===== src/rtl/sram_ctrl.sv =====
// sram_ctrl: data-side memory responder for the CPU data port.
//
// Accepts one load or store at a time from the CPU and runs it against an external
// asynchronous 32-bit SRAM with programmable read wait states and write pulse width.
// Every SRAM strobe is driven from a flop, so the pins are glitch-free.
//
// Ports:
//   clk, rst              clock, synchronous active-high reset
//   ram_addr_i            byte address from the CPU; bits [ADDR_W+1:2] select the word
//   ram_data_i            store data
//   ram_re_i, ram_we_i    load / store request, held by the CPU until ready_o
//   ram_mask_i            store byte enables, active-high
//   ram_data_o            load data, held until the next load completes
//   ready_o               one-cycle completion pulse
//   stall_o               (re|we) & ~ready_o, combinational
//   sram_addr_o           SRAM word address
//   sram_dq_i/_o/_oe_o    SRAM data bus read path, write path and output enable
//   sram_ce_n_o, sram_oe_n_o, sram_we_n_o, sram_be_n_o   active-low SRAM strobes
//
// Configuration:
//   SRAM_CTRL_RDBUF_EN    when defined, adds a 1-entry read buffer (valid, word address,
//                         data). A load that hits completes in one cycle without touching
//                         the SRAM; a store to the buffered word invalidates it.

module sram_ctrl #(
  parameter int unsigned ADDR_W   = 20,
  parameter int unsigned RD_WAIT  = 2,
  parameter int unsigned WR_PULSE = 2
) (
  input  logic              clk,
  input  logic              rst,
  // CPU data port
  input  logic [31:0]       ram_addr_i,
  input  logic [31:0]       ram_data_i,
  input  logic              ram_re_i,
  input  logic              ram_we_i,
  input  logic [3:0]        ram_mask_i,
  output logic [31:0]       ram_data_o,
  output logic              ready_o,
  output logic              stall_o,
  // SRAM pins
  output logic [ADDR_W-1:0] sram_addr_o,
  input  logic [31:0]       sram_dq_i,
  output logic [31:0]       sram_dq_o,
  output logic              sram_dq_oe_o,
  output logic              sram_ce_n_o,
  output logic              sram_oe_n_o,
  output logic              sram_we_n_o,
  output logic [3:0]        sram_be_n_o
);

  localparam int unsigned MaxWait = (RD_WAIT > WR_PULSE) ? RD_WAIT : WR_PULSE;
  localparam int unsigned CntW    = $clog2(MaxWait) + 1;

  typedef enum logic [2:0] {
    StIdle,
    StRd,
    StRdDone,
    StWrSetup,
    StWrPulse,
    StWrHold
  } state_e;

  state_e            state_q, state_d;
  logic [CntW-1:0]   cnt_q, cnt_d;
  logic [31:0]       ram_data_q, ram_data_d;
  logic              ready_q, ready_d;
  logic [ADDR_W-1:0] sram_addr_q, sram_addr_d;
  logic [31:0]       sram_dq_q, sram_dq_d;
  logic              dq_oe_q, dq_oe_d;
  logic              ce_n_q, ce_n_d;
  logic              oe_n_q, oe_n_d;
  logic              we_n_q, we_n_d;
  logic [3:0]        be_n_q, be_n_d;

  logic [ADDR_W-1:0] req_addr;
  logic              buf_hit;
  logic [31:0]       buf_rdata;
  logic              rd_last;

  assign req_addr = ram_addr_i[ADDR_W+1:2];
  assign rd_last  = (state_q == StRd) && (cnt_q == '0);

  // Byte-lane bits and the upper address bits beyond the SRAM are intentionally ignored.
  logic unused_addr;
  assign unused_addr = ^{ram_addr_i[31:ADDR_W+2], ram_addr_i[1:0]};

`ifdef SRAM_CTRL_RDBUF_EN
  logic              buf_valid_q, buf_valid_d;
  logic [ADDR_W-1:0] buf_addr_q, buf_addr_d;
  logic [31:0]       buf_data_q, buf_data_d;

  assign buf_hit   = buf_valid_q && (buf_addr_q == req_addr);
  assign buf_rdata = buf_data_q;

  always_comb begin
    buf_valid_d = buf_valid_q;
    buf_addr_d  = buf_addr_q;
    buf_data_d  = buf_data_q;
    if ((state_q == StIdle) && ram_we_i && buf_hit) begin
      // Store accepted to the buffered word: the copy is now stale.
      buf_valid_d = 1'b0;
    end else if (rd_last) begin
      buf_valid_d = 1'b1;
      buf_addr_d  = sram_addr_q;
      buf_data_d  = sram_dq_i;
    end
  end

  always_ff @(posedge clk) begin
    if (rst) begin
      buf_valid_q <= 1'b0;
      buf_addr_q  <= '0;
      buf_data_q  <= '0;
    end else begin
      buf_valid_q <= buf_valid_d;
      buf_addr_q  <= buf_addr_d;
      buf_data_q  <= buf_data_d;
    end
  end
`else
  assign buf_hit   = 1'b0;
  assign buf_rdata = '0;
`endif

  // Next-state and next-output logic. Outputs are computed for the state being entered,
  // so every pin comes straight from a flop.
  always_comb begin
    state_d     = state_q;
    cnt_d       = cnt_q;
    ram_data_d  = ram_data_q;
    ready_d     = 1'b0;
    sram_addr_d = sram_addr_q;
    sram_dq_d   = sram_dq_q;
    dq_oe_d     = dq_oe_q;
    ce_n_d      = ce_n_q;
    oe_n_d      = oe_n_q;
    we_n_d      = we_n_q;
    be_n_d      = be_n_q;

    unique case (state_q)
      StIdle: begin
        if (ram_we_i) begin
          // Store wins when re and we are both raised; the load is dropped.
          state_d     = StWrSetup;
          sram_addr_d = req_addr;
          sram_dq_d   = ram_data_i;
          be_n_d      = ~ram_mask_i;
          ce_n_d      = 1'b0;
          oe_n_d      = 1'b1;
          we_n_d      = 1'b1;
          dq_oe_d     = 1'b1;
        end else if (ram_re_i && buf_hit) begin
          state_d    = StRdDone;
          ram_data_d = buf_rdata;
          ready_d    = 1'b1;
        end else if (ram_re_i) begin
          state_d     = StRd;
          cnt_d       = CntW'(RD_WAIT - 1);
          sram_addr_d = req_addr;
          be_n_d      = 4'b0000;
          ce_n_d      = 1'b0;
          oe_n_d      = 1'b0;
          dq_oe_d     = 1'b0;
        end
      end

      StRd: begin
        if (cnt_q == '0) begin
          state_d    = StRdDone;
          ram_data_d = sram_dq_i;
          ready_d    = 1'b1;
          ce_n_d     = 1'b1;
          oe_n_d     = 1'b1;
          be_n_d     = 4'b1111;
        end else begin
          cnt_d = cnt_q - CntW'(1);
        end
      end

      StRdDone: begin
        state_d = StIdle;
      end

      StWrSetup: begin
        state_d = StWrPulse;
        cnt_d   = CntW'(WR_PULSE - 1);
        we_n_d  = 1'b0;
      end

      StWrPulse: begin
        if (cnt_q == '0) begin
          // we_n rises while address, data and ce_n stay put: SRAM latches here.
          state_d = StWrHold;
          we_n_d  = 1'b1;
          ready_d = 1'b1;
        end else begin
          cnt_d = cnt_q - CntW'(1);
        end
      end

      StWrHold: begin
        state_d = StIdle;
        ce_n_d  = 1'b1;
        dq_oe_d = 1'b0;
        be_n_d  = 4'b1111;
      end

      default: begin
        state_d = StIdle;
        ce_n_d  = 1'b1;
        oe_n_d  = 1'b1;
        we_n_d  = 1'b1;
        dq_oe_d = 1'b0;
        be_n_d  = 4'b1111;
      end
    endcase
  end

  always_ff @(posedge clk) begin
    if (rst) begin
      state_q     <= StIdle;
      cnt_q       <= '0;
      ram_data_q  <= '0;
      ready_q     <= 1'b0;
      sram_addr_q <= '0;
      sram_dq_q   <= '0;
      dq_oe_q     <= 1'b0;
      ce_n_q      <= 1'b1;
      oe_n_q      <= 1'b1;
      we_n_q      <= 1'b1;
      be_n_q      <= 4'b1111;
    end else begin
      state_q     <= state_d;
      cnt_q       <= cnt_d;
      ram_data_q  <= ram_data_d;
      ready_q     <= ready_d;
      sram_addr_q <= sram_addr_d;
      sram_dq_q   <= sram_dq_d;
      dq_oe_q     <= dq_oe_d;
      ce_n_q      <= ce_n_d;
      oe_n_q      <= oe_n_d;
      we_n_q      <= we_n_d;
      be_n_q      <= be_n_d;
    end
  end

  assign ram_data_o   = ram_data_q;
  assign ready_o      = ready_q;
  assign stall_o      = (ram_re_i | ram_we_i) & ~ready_q;
  assign sram_addr_o  = sram_addr_q;
  assign sram_dq_o    = sram_dq_q;
  assign sram_dq_oe_o = dq_oe_q;
  assign sram_ce_n_o  = ce_n_q;
  assign sram_oe_n_o  = oe_n_q;
  assign sram_we_n_o  = we_n_q;
  assign sram_be_n_o  = be_n_q;

endmodule

===== config.mk =====
export PLATFORM = sky130hd
export DESIGN_NAME = sram_ctrl
export DESIGN_NICKNAME = d
export VERILOG_FILES = /design/src/rtl/sram_ctrl.sv
export SDC_FILE = /design/constraint.sdc
export NUM_CORES = 1
export LEC_CHECK = 0
export CAP_MARGIN = 30
export CORE_ASPECT_RATIO = 0.6
export CORE_UTILIZATION = 39
export CTS_CLUSTER_DIAMETER = 50
export DETAILED_ROUTE_END_ITERATION = 6
export HOLD_SLACK_MARGIN = 0.06
export PLACE_DENSITY = 0.89
export SYNTH_ARGS = -nofsm -noshare
export SYNTH_HDL_FRONTEND = slang
export SYNTH_SLANG_ARGS = --single-unit

===== constraint.sdc =====
create_clock -name clk -period 2.1 [get_ports clk]
set_input_delay 0.63 -clock clk [delete_from_list [all_inputs] [get_ports clk]]
set_output_delay 0.63 -clock clk [all_outputs]
set_load 0.02 [all_outputs]

# Word level (Yosys, flattened, before mapping)
# Index checks and enable logic that the tools add are counted.
[totals]
register_bits = 98
in_bits = 104
[op_classes]
n_reduce_logical = 19
bitwise = 9
n_addsub = 1
mux = 25
n_eq_ne = 12
[op_table]
columns = ["cell", "count"]
rows = [
  ["$mux W20", 2],
  ["$mux W3", 4],
  ["$mux W4", 3],
  ["$pmux W3 S4", 1],
  ["$pmux W4 S3", 1],
  ["$reduce_and A3 Y1", 4],
  ["$ne A2 B2 Y1 const B", 5],
  ["$reduce_and A2 Y1", 4],
  ["$reduce_or A4 Y1", 2],
  ["$eq A3 B2 Y1 const B", 2],
  ["$eq A3 B3 Y1 const B", 2],
  ["$mux W1", 6],
  ["$mux W2", 3],
  ["$not A1 Y1", 6],
  ["$pmux W1 S3", 2],
  ["$pmux W2 S3", 1],
  ["$reduce_or A3 Y1", 2],
  ["$not A4 Y4", 1],
  ["$pmux W1 S4", 1],
  ["$reduce_and A4 Y1", 1],
  ["$reduce_or A2 Y1", 2],
  ["$eq A3 B1 Y1 const B", 1],
  ["$logic_not A3 Y1", 1],
  ["$ne A3 B3 Y1 const B", 1],
  ["8 further kinds", 8],
]

# Longest topological paths before layout
[depth]
ltp_word = 4
depth_mapped = 7
depth_no_buf = 6

# Least setup slack after synthesis
# OpenSTA, ideal clock, no wires.
[synth_timing]
kind = "input to output"
start = "input ram_we_i"
end = "output stall_o"
arrival_time_ns = 0.962
n_path_buf = 0
required_ns = 1.470
cell_stages = 2
setup_slack_ns = 0.508
path_cell_list = "nor2_1 > nor2_1"
[synth_between]
elab_chain_len = 2
[synth_rtl]
columns = ["item", "line_no", "text"]
rows = [
  ["start, declared", "36", "input logic ram_we_i,"],
  ["$or A1 B1 Y1", "250", "assign stall_o = (ram_re_i | ram_we_i) & ~ready_q;"],
  ["$and A1 B1 Y1", "250", ""],
  ["end, declared", "40", "output logic stall_o,"],
]
# Every way passes these cells.

# Worst setup path in the final report
[layout_timing]
start = "register dq_oe_q, in the netlist sram_dq_oe_o"
end = "output sram_dq_oe_o"
[layout_lines]
columns = ["item", "line_no", "text"]
rows = [
  ["start, declared", "70", "logic dq_oe_q, dq_oe_d;"],
  ["start signal, assigned", "240", "dq_oe_q <= dq_oe_d;"],
  ["end, declared", "45", "output logic sram_dq_oe_o,"],
]
# No word-level cell between the ends.

==> metrics.yaml <==
critPathBufInv: 1
die_x_um: 126.5
grt_max_degree: 47
finalSetupViolCount: 0
drtPass1Iterations: 4
synth_warnings: 0
p_leak_nw: 2.233
grt_setup_unrepaired: "false"
chipHeight_um: 76.69
routedWlPerCell_um: 13.42
synth.distinct_cells: 31
worst-setup-path-type: "register to output pin"
drtAntennaViolNets: 0
initialDrtViolationCount: 139
outcome: "complete, no violations"
initial_utilization_pct: 41.44
nets: 744
max_slew_margin_pct: 63.83
crit_path_start_kind: "register"
core_sq_um: 8751
whs_path_depth: 2
timing.final.ws_setup_ns: 0.1607
maxCapViolCount: 0
postPlaceCellArea_sq_um: 5622
crit_cells: 1
final.min_clock_period_ns: 1.939
finalHoldViolations: 0
clk_pin_slew_worst_paths_ns: 0.07
cts_sinks: 98
async_reset_ff_share_pct: 0
avgViaCountPerCell: 4.829
skew_ns: 0.009255
netlist_area_sq_um: 3626
crit_chain: "clkdlybuf4s50_1"
worstSetupEndpointType: "output pin"
multi_input_area_sq_um: 1488
die-area_sq_um: 9700
maxSlewViolCount: 0
hold_class: "register to register"
tritoncts: "yes"
utilization_pct: 68.22
yosysSeqAreaShare_pct: 54.11
hpwl_mm: 7.464
ff_latch_area_sq_um: 1962
finish.instance_area_sq_um: 5969
synth.area.top_cells: "dfxtp_1 (54%), nand2_1 (18%), a21oi_1 (13%), nor2_1 (1.9%), clkbuf_1 (1.8%)"
cts_root_buf: "clkbuf_16"
place_congestion: 0.7943
slowest_stage: "clkdlybuf4s50_1"
antenna_found_initial: 0
drive_above_1_share_pct: 6.056
fin_cells: 756
post-place-ws_ns: -0.4591
grt_pass1_wl_mm: 16.80
synth_top_area_share_pct: 54.11
worstPathRequired_ns: 1.47
first_global_vias: 3597
rows: 26
fill_cells: 662
critical_path_arrival_ns: 1.31
cts_max_level: 3
wirelength_mm: 10.15
grt_overflow: 0
syn_nets: 563
diodes: 0
ir_worst_vdd_mv: 0.5798
fin_tns_setup_ns: 0
cpPeakStageDelay_ns: 0.64
fin_crit_sh_pct: 92.35
numCtsBuffers: 9
reg2reg_depth: 6
power.density_nw_per_um2: 946.4
tightestPinTransition_ns: 0.5409
drc_errors: 0
yosysTopAreaCell: "dfxtp_1"
clkLatencyLatePin_ns: 0.33
placed_cells: 739
yosys_most_used_dff: "dfxtp_1"
synth_edf_count: 0
ios: 198
synth_area_per_cell_sq_um: 7.917
cts_buffer_depth: 2
synthTopCellsByCount: "nand2_1 (171), dfxtp_1 (98), a21oi_1 (94)"
timing.fmax_ghz: 0.5156
grt_util_all_layers_pct: 21.73
critPathMaxFanout: 3
synth-seq-cells: 98
num_vias: 3651
area_delta_synth_final_pct: 64.63
syn_inst: 458
critPathTopFamily: "buffers and inverters"
io_buffer_count: 185
synth.most_common_cell: "nand2_1"
==> metal layers <==
metal	share of wire, %	wire, um	GRT usage, %
met1	44	4418	24.74
met2	47	4789	37.29
met3	8.2	829	9.142
met4	1.1	108	6.145
met5	0	0	0
==> cell families after synthesis <==
group                    Yosys count  share of synthesized area (%)
AND/OR/NAND/NOR                  213                          24.40
multiplexers                       1                         0.2761
XOR/XNOR                           1                         0.2416
adder cells (fa/ha/maj)            1                         0.3450
flip-flops                        98                          54.11
AO/OA/AOI/OAI                    108                          15.42
buffers and inverters             36                          5.210
==> cells in the final DEF (no fill, tap or decap), types with 5 or more instances in the layout <==
| master | count |
|---|---|
| clkbuf_16 | 9 |
| nor2_1 | 17 |
| nand2_1 | 171 |
| a21oi_1 | 94 |
| o21ai_0 | 8 |
| dfxtp_1 | 98 |
| clkdlybuf4s50_1 | 181 |
| nand2b_1 | 5 |
| nor3_1 | 5 |
| buf_4 | 15 |
==> timing repair <==
action / CTS / global route
buffers inserted: 1 / 0
hold buffers: 0 / 0
pin swaps: 1 / 1
gates resized for setup: 5 / 3
setup endpoints to repair: 1 / 1
==> registers in the layout, summed over array words and instances, names as in the netlist <==
| signal | count |
|---|---|
| ram_data_o | 32 |
| sram_dq_o | 32 |
| sram_addr_o | 20 |
| sram_be_n_o | 4 |
| state_q | 3 |
| cnt_q | 2 |
| ready_o | 1 |
| sram_ce_n_o | 1 |
| sram_dq_oe_o | 1 |
| sram_oe_n_o | 1 |
| sram_we_n_o | 1 |
==> power breakdown <==
part / internal [W] / switching, W / leakage (nW) / total [W]
clock network: 0.00116 / 0.000663 / 0.160 / 0.00183
logic: 0.000767 / 0.000840 / 1.27 / 0.00161
registers: 0.00208 / 0.000137 / 0.803 / 0.00222
==> final cells by class <==
| cell class | count | area share, % |
|---|---|---|
| Timing Repair Buffer | 202 | 34.00 |
| Clock buffer | 11 | 3.899 |
| Sequential cell | 98 | 32.87 |
| Tap cell | 112 | 2.348 |
| Multi-Input combinational cell | 324 | 24.92 |
| Clock inverter | 5 | 1.719 |
| Inverter | 4 | 0.2515 |
==> stage by stage <==
step | power [W] | hold WS (ns)
2_1_floorplan | 0.003100 | 0.5177
3_3_place_gp | 0.003816 | 0.4407
3_5_place_dp | 0.003875 | 0.4475
4_1_cts | 0.005717 | 0.4565
5_1_grt | 0.005960 | 0.4727
6_report | 0.005650 | 0.4535
==> path summary, 6_finish.rpt <==
kind                 startpoint       endpoint  slack [ns]
setup reg to reg       cnt_q[0]       cnt_q[1]        0.32
hold reg to reg   sram_dq_o[17]  sram_dq_o[17]        0.45
hold / removal    sram_dq_o[17]  sram_dq_o[17]        0.45
setup / recovery   sram_dq_oe_o   sram_dq_oe_o        0.16
(Power assumes the default switching activity.)
